==> config.mk <==
export PLATFORM = sky130hd
export DESIGN_NAME = dsp48a1_mac_issuer
export DESIGN_NICKNAME = d
export VERILOG_FILES = /design/src/rtl/dsp48a1_mac_issuer.sv
export SDC_FILE = /design/constraint.sdc
export NUM_CORES = 1
export LEC_CHECK = 0
export ABC_AREA = 1
export BUFFER_PORTS_ARGS = -buffer_cell sky130_fd_sc_hd__buf_2
export CORE_ASPECT_RATIO = 1.1
export CORE_MARGIN = 5
export CORE_UTILIZATION = 39
export DETAILED_ROUTE_END_ITERATION = 10
export GPL_ROUTABILITY_DRIVEN = 0
export HOLD_SLACK_MARGIN = 0.06
export PLACE_DENSITY_LB_ADDON = 0.3
export SKIP_CTS_REPAIR_TIMING = 1
export SYNTH_ARGS = -nofsm -noshare
export SYNTH_HDL_FRONTEND = slang
export SYNTH_SLANG_ARGS = --single-unit
==> constraint.sdc <==
create_clock -name clk -period 2.5 [get_ports clk]
set_clock_uncertainty 0.15 [all_clocks]
set_input_delay 0.125 -clock clk [delete_from_list [all_inputs] [get_ports clk]]
set_output_delay 0.125 -clock clk [all_outputs]
set_load 0.05 [all_outputs]
==> src/rtl/dsp48a1_mac_issuer.sv <==
// dsp48a1_mac_issuer
//   Drives one DSP48A1 slice through a signed multiply-accumulate job.
//   A job command sets the number of terms and the accumulate sign. Operand
//   pairs are then streamed into the slice one term per cycle. Each term gets
//   an OPMODE, delayed OP_SKEW cycles so that it reaches the post-adder
//   together with its product. The slice P is captured LAT cycles after the
//   last term is presented, and the captured value is held on the result port.
//   Optional feature macro: MAC_SAT_EN. When it is defined, the result is
//   clamped to a signed SAT_W range. This requires SAT_W < P_W.
//   Assumes LAT >= 1 and OP_SKEW >= 1.
module dsp48a1_mac_issuer #(
   parameter int A_W     = 18,
   parameter int P_W     = 48,
   parameter int CNT_W   = 16,
   parameter int LAT     = 4,
   parameter int OP_SKEW = 2,
   parameter int SAT_W   = 40
) (
   input  logic             clk,
   input  logic             rst,
   input  logic             start_valid,
   output logic             start_ready,
   input  logic [CNT_W-1:0] start_len,
   input  logic             start_sub,
   input  logic             op_valid,
   output logic             op_ready,
   input  logic [A_W-1:0]   op_a,
   input  logic [A_W-1:0]   op_b,
   output logic [A_W-1:0]   dsp_a,
   output logic [A_W-1:0]   dsp_b,
   output logic [7:0]       dsp_opmode,
   output logic             dsp_ce,
   output logic             dsp_rst,
   input  logic [P_W-1:0]   dsp_p,
   input  logic             dsp_carryout,
   output logic             res_valid,
   input  logic             res_ready,
   output logic [P_W-1:0]   res_data,
   output logic             res_carry,
   output logic             busy
);

   localparam logic [1:0] S_IDLE  = 2'd0;
   localparam logic [1:0] S_ISSUE = 2'd1;
   localparam logic [1:0] S_DRAIN = 2'd2;
   localparam logic [1:0] S_HOLD  = 2'd3;

   localparam int DW   = $clog2(LAT + 1);
   localparam int HI_W = P_W - SAT_W + 1;

`ifdef MAC_SAT_EN
   localparam bit SAT_ON = 1'b1;
`else
   localparam bit SAT_ON = 1'b0;
`endif

   logic [1:0]       state;
   logic [CNT_W-1:0] term_cnt;
   logic [DW-1:0]    drain_cnt;
   logic             sub_q;
   logic             first_q;
   logic             rst_q;
   logic [7:0]       opm_t;
   logic [7:0]       skew [OP_SKEW];
   logic             op_fire;
   logic             start_fire;
   logic [7:0]       opm_first;
   logic [7:0]       opm_cont;
   logic [HI_W-1:0]  sat_hi;
   logic             sat_hit;
   logic [P_W-1:0]   res_next;
   logic             carry_next;

   assign start_ready = (state == S_IDLE);
   assign op_ready    = (state == S_ISSUE);
   assign dsp_ce      = (state == S_ISSUE) || (state == S_DRAIN);
   assign res_valid   = (state == S_HOLD);
   assign busy        = (state != S_IDLE);
   assign op_fire     = (state == S_ISSUE) && op_valid;
   assign start_fire  = (state == S_IDLE) && start_valid;
   assign dsp_opmode  = skew[OP_SKEW-1];
   // The slice registers are reset for one extra edge after the issuer leaves reset.
   assign dsp_rst     = rst | rst_q;

   // Opmode for the first term: Z=0, X=M. Later terms and bubbles use Z=P, X=M.
   assign opm_first = {sub_q, 3'b000, 2'b00, 2'b01};
   assign opm_cont  = {sub_q, 3'b000, 2'b10, 2'b01};

   // Result selection: pass the slice P through, or clamp it when saturation is built in.
   always_comb begin
      sat_hi     = dsp_p[P_W-1:SAT_W-1];
      sat_hit    = SAT_ON && !((&sat_hi) || !(|sat_hi));
      res_next   = dsp_p;
      carry_next = dsp_carryout;
      if (sat_hit) begin
         carry_next = 1'b1;
         res_next   = dsp_p[P_W-1] ? {{HI_W{1'b1}}, {(SAT_W-1){1'b0}}}
                                   : {{HI_W{1'b0}}, {(SAT_W-1){1'b1}}};
      end
   end

   // Delayed copy of rst. It stretches dsp_rst by one cycle.
   always_ff @(posedge clk) begin
      rst_q <= rst;
   end

   // Job control: command latch, term counting, drain timing and result capture.
   always_ff @(posedge clk) begin
      if (rst) begin
         state     <= S_IDLE;
         term_cnt  <= '0;
         drain_cnt <= '0;
         sub_q     <= 1'b0;
         first_q   <= 1'b0;
         res_data  <= '0;
         res_carry <= 1'b0;
      end else begin
         case (state)
            S_IDLE: begin
               if (start_valid) begin
                  sub_q   <= start_sub;
                  first_q <= 1'b1;
                  if (start_len == '0) begin
                     state     <= S_HOLD;
                     res_data  <= '0;
                     res_carry <= 1'b0;
                  end else begin
                     state    <= S_ISSUE;
                     term_cnt <= start_len;
                  end
               end
            end
            S_ISSUE: begin
               if (op_valid) begin
                  first_q  <= 1'b0;
                  term_cnt <= term_cnt - CNT_W'(1);
                  if (term_cnt == CNT_W'(1)) begin
                     state     <= S_DRAIN;
                     drain_cnt <= DW'(LAT);
                  end
               end
            end
            S_DRAIN: begin
               // The last term is on dsp_a/dsp_b in the first DRAIN cycle.
               // dsp_p includes it LAT cycles later.
               if (drain_cnt == '0) begin
                  state     <= S_HOLD;
                  res_data  <= res_next;
                  res_carry <= carry_next;
               end else begin
                  drain_cnt <= drain_cnt - DW'(1);
               end
            end
            S_HOLD: begin
               if (res_ready) state <= S_IDLE;
            end
            default: state <= S_IDLE;
         endcase
      end
   end

   // Operand presentation. Each cycle carries either an accepted pair or a zero bubble, plus that cycle's term opmode.
   always_ff @(posedge clk) begin
      if (rst) begin
         dsp_a <= '0;
         dsp_b <= '0;
         opm_t <= '0;
      end else if (op_fire) begin
         dsp_a <= op_a;
         dsp_b <= op_b;
         opm_t <= first_q ? opm_first : opm_cont;
      end else begin
         dsp_a <= '0;
         dsp_b <= '0;
         opm_t <= (dsp_ce && !first_q) ? opm_cont : 8'h00;
      end
   end

   // Opmode skew line. It advances with the slice clock enable and is cleared at job start.
   always_ff @(posedge clk) begin
      if (rst || start_fire) begin
         for (int unsigned i = 0; i < OP_SKEW; i++) skew[i] <= '0;
      end else if (dsp_ce) begin
         skew[0] <= opm_t;
         for (int unsigned i = 1; i < OP_SKEW; i++) skew[i] <= skew[i-1];
      end
   end

endmodule
==> results.md, run 1 <==
* Final sum of negative setup slack at 0 ps
* Pin count of the biggest net entering global routing at 99
* Number of nets with antenna violations after routing at 0
* Wire length of the first global-routing pass at about 21000 µm
* Worst Max-Slew Pin Slew at about 550 ps
* Width of the die at roughly 120 µm
* Unrepaired setup endpoints after global routing: no
* Part of the power in registers at 0.270
* H-tree depth at 4
* Area Growth Syn to Fin at 52.4%
* Worst EP required at around 2700 ps
* Setup ws final at 309 ps
* Via count of the first global-routing pass at approximately 4600
* Part of the total power dissipated in the clock network at 0.224
* Remaining DRCs at 0
* Later-pin clock latency in the skew report at 410 ps
* Final hold viol count at 0
* Detailed-route vias per instance at 4.57
* Share of total power in combinational logic at 0.506
* Post-synth EDFFs at 6
* Min cycle time layout at approximately 2200 ps
* Sequential element share of the synthesized area at 0.477
* Run status: completed
* Yosys Warn Count at 0
* Type of element launching the critical path: flip-flop
* Worst slew slack as a fraction of its limit at 0.631
* I/O pin count at 206
* Die outline height at roughly 130 µm
* TritonCTS buffer count at 17
* Post-detailed-routing wire length at about 16000 µm
* Non-filler instance count after layout at between 1000 and 1500
* Power density relative to cell area at 1340 nW/µm²
* Layout cell share with drive strength beyond 1 at 0.259
* Critical path fanouts, max at 22
* Register bit count reported by yosys at between 100 and 150
* Met2 wire len at between 7000 and 8000 µm
* Total number of vias at about 5400
* First-pass iteration count of the detailed router at 4
* Clock tree root driver cell: sky130_fd_sc_hd__clkbuf_16
* Post-synth top flop: sky130_fd_sc_hd__dfxtp_1
* Synth cell types at 33
* Total global routing overflow at 0
* Cell Area, Synth at 5080 µm²
* Metal-1 WL at 6140 µm
* VDD IR max at ~670 µV
* Hold/Removal Path Class: flip-flop to flip-flop
* Number of violations reported at the end of detailed-routing iteration 0 at approximately 230
* Data arrival at the endpoint of the critical path at around 2300 ps
* Total setup violations reported at the end of the flow at 0
* Total internal power at around 5.4 mW
* Area contributors post-synth: sky130_fd_sc_hd__dfxtp_1 44%, sky130_fd_sc_hd__nand2_1 14%, sky130_fd_sc_hd__nor2_1 11%
* Part of the cycle the worst path needs at 0.876
* Setup Slack @ Placement at around 300 ps
* Initial standard-cell utilization of the core at 0.400
* Placed insts at slightly above 1000
* Crit end category: flip-flop
* Wire length per cell at around 13 µm
* Num rows at 43
* PortBufs at 200
* Clk sinks at about 120
* Pins Over Slew Limit at 0
* Highest metal layer with signal wires: met4
* Sw Pwr at 5.03 mW
* Number of nets in the final layout at between 1000 and 1500
* Buffer levels on the longest clock path at 2
* Max-cap check violation count at 0
* CTS clk-pin slew, worst paths at 60 ps
* Die area at about 15000 µm²
* Most common library cells after synthesis: 183 x sky130_fd_sc_hd__nand2_1, 147 x sky130_fd_sc_hd__nor2_1, 112 x sky130_fd_sc_hd__dfxtp_1
* Initial antenna violation count at 0
* Mean Syn Cell Area at between 7 and 8 µm²
* Total half-perimeter wirelength after legalization and detailed placement at 9730 µm
* F_max at 456 MHz
* CP Class: flip-flop to flip-flop
* Clock tree from TritonCTS: built
* Total routing resource utilization after global routing at 0.172
* Synthesized instance count at 710
* Cell taking the most area after synthesis: sky130_fd_sc_hd__dfxtp_1
* Most used standard cell by instance count after synthesis: sky130_fd_sc_hd__nand2_1
* Routed wire length on met3 at between 1000 and 1500 µm
* Core region area at around 13000 µm²
* Switching power share of the total at 0.484
* Share of async-settable or async-resettable flops after synthesis at 0
* Share of the synthesized area in the top cell type at 0.442
* Leakage dissipation at approximately 3.8 nW
critical path, cell delays in order, from the launching register on:
cell and delay, ps:
sky130_fd_sc_hd__dfxtp_1 340, sky130_fd_sc_hd__inv_1 90, sky130_fd_sc_hd__ha_1 340, sky130_fd_sc_hd__inv_2 70, sky130_fd_sc_hd__or2_1 250, sky130_fd_sc_hd__and2_1 280
sky130_fd_sc_hd__nand2_8 220, sky130_fd_sc_hd__inv_2 120, sky130_fd_sc_hd__o21ai_0 170, sky130_fd_sc_hd__nor2_1 60
routing by layer:
metal | up-vias | track usage
li1 | 2754 | -
met1 | 2392 | 0.201
met2 | 196 | 0.278
met3 | 28 | 0.0725
met4 | 0 | 0.0757
met5 | - | 0
cell usage in the layout (no fill, tap or decap), drive strengths merged:
cell type    netlist  layout
diode              0       2
conb               1       5
o21ai             65      65
and2               1       1
a21oi             21      21
nor2             147     147
nand2            192     192
nand3             27      27
dlygate4sd3        0     106
ha                 8       8
o21bai             1       1
inv               74      80
a31oi              1       1
xnor2              1       1
or2                4       4
edfxtp             6       6
xor2               1       1
clkinv             1       6
clkbuf            20      18
nand3b             1       1
nand4              4       4
buf               22     206
clkinvlp           0       2
bufinv             0       1
dfxtp            112     112
worst paths after layout:
kind,startpoint,slack (ps),depth (start not counted),endpoint
setup / recovery,state[0]$_SDFFE_PP0P_,310,9,term_cnt[7]$_SDFFE_PP0P_
hold reg to reg,sub_q$_SDFFE_PP0P_,290,2,opm_t[7]$_SDFF_PP0_
hold / removal,sub_q$_SDFFE_PP0P_,290,2,opm_t[7]$_SDFF_PP0_
setup reg to reg,state[0]$_SDFFE_PP0P_,310,9,term_cnt[7]$_SDFFE_PP0P_
power groups by stage:
stage	clock network, mW	registers [mW]	logic, mW
floorplan	0	4.05	2.96
global placement	0	2.82	5.06
detailed placement	0	2.82	5.11
CTS	2.38	2.80	5.12
global route	2.46	2.87	5.84
finish	2.33	2.80	5.25
stage by stage:
step / utilization / power (mW) / hold slack, ps / cell area, µm²
after detailed placement: 0.480 / 7.92 / 194 / 6100
after floorplan: - / 7.00 / 2.72 / 5090
after global placement: 0.480 / 7.88 / 188 / 6100
after global routing: 0.609 / 11.2 / 315 / 7730
final: 0.609 / 10.4 / 292 / 7740
after CTS: 0.525 / 10.3 / -244 / 6670
flip-flops by register name, indices dropped and copies added (netlist names):
signal / flops
res_data: 48
dsp_a: 18
dsp_b: 18
term_cnt: 16
skew: 6
drain_cnt: 3
opm_t: 3
state: 2
first_q: 1
res_carry: 1
rst_q: 1
sub_q: 1
area by class of cell:
cell class,instances,area [µm²]
Timing Repair Buffer,312,2120
Multi-Input combinational cell,479,2140
Clock inverter,14,144
Sequential cell,118,2420
Fill cell,1090,4960
Inverter,75,282
Antenna cell,2,5.00
Clock buffer,18,429
Tap cell,157,196
kinds of logic after synthesis:
family,Yosys count,share of synthesized area
AOI/OAI and AO/OA,88,0.0956
xor gates and xnor gates,2,0.00345
adders and majority gates,8,0.0197
buffers and inverters,117,0.106
DFF,118,0.477
other,1,0.000739
and+or+nand+nor,376,0.297
Note: power is estimated with default switching activity, not from simulation.
==> run 2, diff against run 1 <==
ABC_AREA = not set   (was 1)
==> run 2 against run 1 <==
- flip-flop and latch count is the same
- via count shrank 7.3%
- cell count shrank 15%
- area after synthesis shrank 6.9%
- critical endpoint is now sub_q$_SDFFE_PP0P_
- largest cell class unchanged
==> results.md, run 2 <==
* Worst path most repeated cell: sky130_fd_sc_hd__dlygate4sd3_1
* Crit end category: flip-flop
* Most frequent standard cell in the layout excluding fill and tap cells: sky130_fd_sc_hd__buf_2
* Part of the cycle the worst path needs at 0.942 (+0.0654)
* Die area at 14400 µm² (-6.3%)
* Total global routing overflow at 0 (unchanged)
* Critical path fanouts, max at 12 (-45%)
* Min cycle time layout at 2350 ps (+164 ps)
* Top reg by flops: res_data
* CTS clk-pin slew, worst paths at 50 ps (about the same)
* Largest registers ranked by flip-flop count: res_data: 48 flops, dsp_a: 18 flops, dsp_b: 18 flops
* Pins Over Slew Limit at 0 (unchanged)
* CP cell instances: inv_1 -> ha_2 -> nand3_1 -> dlygate4sd3_1 -> a21oi_1 -> dlygate4sd3_1
* Area Growth Syn to Fin at 57.4%
* Clk sinks at 118 (unchanged)
* Most frequent cells in the layout: 200 x sky130_fd_sc_hd__buf_2, 112 x sky130_fd_sc_hd__dfxtp_1, 102 x sky130_fd_sc_hd__dlygate4sd3_1
* Data arrival at the endpoint of the critical path at 2550 ps (+210 ps)
* Wire length of the first global-routing pass at 21200 µm (-0.71%)
* Total routing resource utilization after global routing at 0.183 (+0.0110)
* Power density relative to cell area at 1070 nW/µm² (-20%)
* Cell taking the most area after synthesis: sky130_fd_sc_hd__dfxtp_1
* Width of the die at 115 µm (-3.2%)
* Mean Syn Cell Area at 8.76 µm² (+22%)
* Slack of the worst reg-to-reg path at 150 ps (-160 ps)
* I/O pin count at 206 (unchanged)
* Unrepaired setup endpoints after global routing: no
* Cell area after placement at 5840 µm² (-4.2%)
* Share of the synthesized area in the top cell type at 0.474 (+0.0325)
* Most used standard cell by instance count after synthesis: sky130_fd_sc_hd__dfxtp_1
* Flip-flop count of the largest register, all copies and words added at 48 (unchanged)
* Share of async-settable or async-resettable flops after synthesis at 0 (unchanged)
* Number of violations reported at the end of detailed-routing iteration 0 at 268 (+16%)
* Remaining DRCs at 0 (unchanged)
* Number of nets in the final layout at 945 (-15%)
* Area contributors post-synth: sky130_fd_sc_hd__dfxtp_1 47%, sky130_fd_sc_hd__a21oi_1 7.4%, sky130_fd_sc_hd__nand3_1 5.7%
* Initial standard-cell utilization of the core at 0.395 (-0.00515)
* Cell Area, Synth at 4730 µm² (-6.9%)
* Number of nets with antenna violations after routing at 0 (unchanged)
* Num rows at 42 (-2.3%)
* Number of buffer and inverter stages on the critical path at 3 (unchanged)
* Sequential element share of the synthesized area at 0.512 (+0.0351)
* Slowest cell on crit path: sky130_fd_sc_hd__dlygate4sd3_1
* CP Class: flip-flop to flip-flop
* Worst EP required at 2690 ps (+40 ps)
* Final Cell Area at 7440 µm² (-3.8%)
* Total half-perimeter wirelength after legalization and detailed placement at 9540 µm (-2.0%)
* Hold/Removal Path Class: input pin to flip-flop
* Most common library cells after synthesis: 112 x sky130_fd_sc_hd__dfxtp_1, 70 x sky130_fd_sc_hd__a21oi_1, 70 x sky130_fd_sc_hd__nand2_1
* First-pass iteration count of the detailed router at 5 (+1)
* Post-synth EDFFs at 6 (unchanged)
* Max-cap check violation count at 0 (unchanged)
* Yosys Warn Count at 0 (unchanged)
* Total setup violations reported at the end of the flow at 0 (unchanged)
* Utilization after layout at 0.621 (+0.0120)
* Post-synth top flop: sky130_fd_sc_hd__dfxtp_1
* Die outline height at 125 µm (-3.2%)
* Clock tree from TritonCTS: built
* Origin of the critical flop-to-flop path: state[0]$_SDFFE_PP0P_
* Layout cell share with drive strength beyond 1 at 0.301 (+0.0424)
* Buffer levels on the longest clock path at 2 (unchanged)
* VDD IR max at 986 µV (+47%)
* Worst Setup SP: state[0]$_SDFFE_PP0P_
* Synth cell types at 46 (+39%)
* Synthesized instance count at 540 (-24%)
* Worst slew slack as a fraction of its limit at 0.637 (+0.00683)
* Slowest Stage Delay on Critical Path at 570 ps (+230 ps)
* Wire length per cell at 15.1 µm (+14%)
* H-tree depth at 4 (unchanged)
* Leakage dissipation at 3.33 nW (-13%)
* Largest delay share family, worst path: buffers and inverters
* TritonCTS buffer count at 17 (unchanged)
* Worst Hold Launch: rst
* Final hold viol count at 0 (unchanged)
* Initial antenna violation count at 0 (unchanged)
* Final-layout fill cell count at 983 (-9.8%)
* Total number of vias at 4980 (-7.3%)
* F_max at 425 MHz (-6.9%)
* Run status: completed
* Core region area at 12000 µm² (-5.6%)
* Later-pin clock latency in the skew report at 400 ps (about the same)
* Detailed-route vias per instance at 4.99 (+9.3%)
* Final sum of negative setup slack at 0 ps (unchanged)
* Type of element launching the critical path: flip-flop
* Via count of the first global-routing pass at 4400 (-4.4%)
* Clock tree root driver cell: sky130_fd_sc_hd__clkbuf_16
* Pin count of the biggest net entering global routing at 52 (-47%)
* Diode count at 0 (-2)
* Register bit count reported by yosys at 118 (unchanged)
* Post-detailed-routing wire length at 15100 µm (-3.3%)
* PortBufs at 200 (unchanged)
* Worst Max-Slew Pin Slew at 540 ps (-14.4 ps)
==> run 2: cell count changes after synthesis, sizes merged, moves of 8 or more <==
cell,before,now
nor2,147,16
inv,74,12
clkbuf,20,30
and2,1,45
nand3,27,54
o21ai,65,14
nand2b,0,10
a21oi,21,70
o32ai,0,8
nand2,192,70
==> run 2: through the flow <==
step                hold slack [ps]  power, mW  worst slack (ps)  std cells
detailed placement              178       5.53               175        863
global route                   89.4       8.48              2.35        997
CTS                            -255       7.89               157        895
global placement                174       5.46               203        863
finish                         85.6       8.00               146        997
floorplan                      2.72       4.74               147        544
==> run 2: worst paths after layout <==
path | end | cells after the start
max | sub_q$_SDFFE_PP0P_ | 6
min | rst_q$_DFF_P_ | 2
max reg2reg | sub_q$_SDFFE_PP0P_ | 6
min reg2reg | res_data[21]$_SDFFE_PP0P_ | 2
==> run 2: kinds of logic after synthesis <==
| logic type | after synthesis | share of synthesized area |
|---|---|---|
| flip-flops | 118 | 0.512 |
| AO/OA/AOI/OAI | 120 | 0.150 |
| AND/OR/NAND/NOR | 228 | 0.245 |
| buffers and inverters | 58 | 0.0561 |
| other | 1 | 0.000793 |
| multiplexers | 7 | 0.0148 |
| adder cells (fa/ha/maj) | 8 | 0.0212 |
==> run 2: per-layer routing <==
| metal | share of wire | vias to the layer above | GRT usage |
|---|---|---|---|
| li1 | - | 2425 | - |
| met2 | 0.49 | 219 | 0.290 |
| met5 | 0 | - | 0 |
| met3 | 0.093 | 28 | 0.0928 |
| met1 | 0.39 | 2308 | 0.211 |
| met4 | 0.019 | 0 | 0.0691 |
==> run 2: layout make-up <==
class | instances | area [µm²] | area share
Clock buffer | 22 | 484 | 0.0650
Clock inverter | 10 | 95.1 | 0.0128
Inverter | 12 | 45.0 | 0.00605
Multi-Input combinational cell | 368 | 2080 | 0.279
Sequential cell | 118 | 2420 | 0.325
Tap cell | 154 | 193 | 0.0259
Timing Repair Buffer | 313 | 2130 | 0.286
==> run 2: worst register-to-register path: stages, from the launching register on <==
cell,delay (ps)
sky130_fd_sc_hd__dfxtp_1,320
sky130_fd_sc_hd__inv_1,110
sky130_fd_sc_hd__ha_2,360
sky130_fd_sc_hd__nand3_1,100
sky130_fd_sc_hd__dlygate4sd3_1,570
sky130_fd_sc_hd__a21oi_1,130
sky130_fd_sc_hd__dlygate4sd3_1,550
==> run 2: report_power, final <==
| part | total, mW | switching (mW) | internal, mW |
|---|---|---|---|
| sequential | 2.38 | 0.181 | 2.20 |
| clock | 2.33 | 0.856 | 1.47 |
| combinational | 3.28 | 2.16 | 1.12 |
| total | 8.00 | 3.20 | 4.80 |
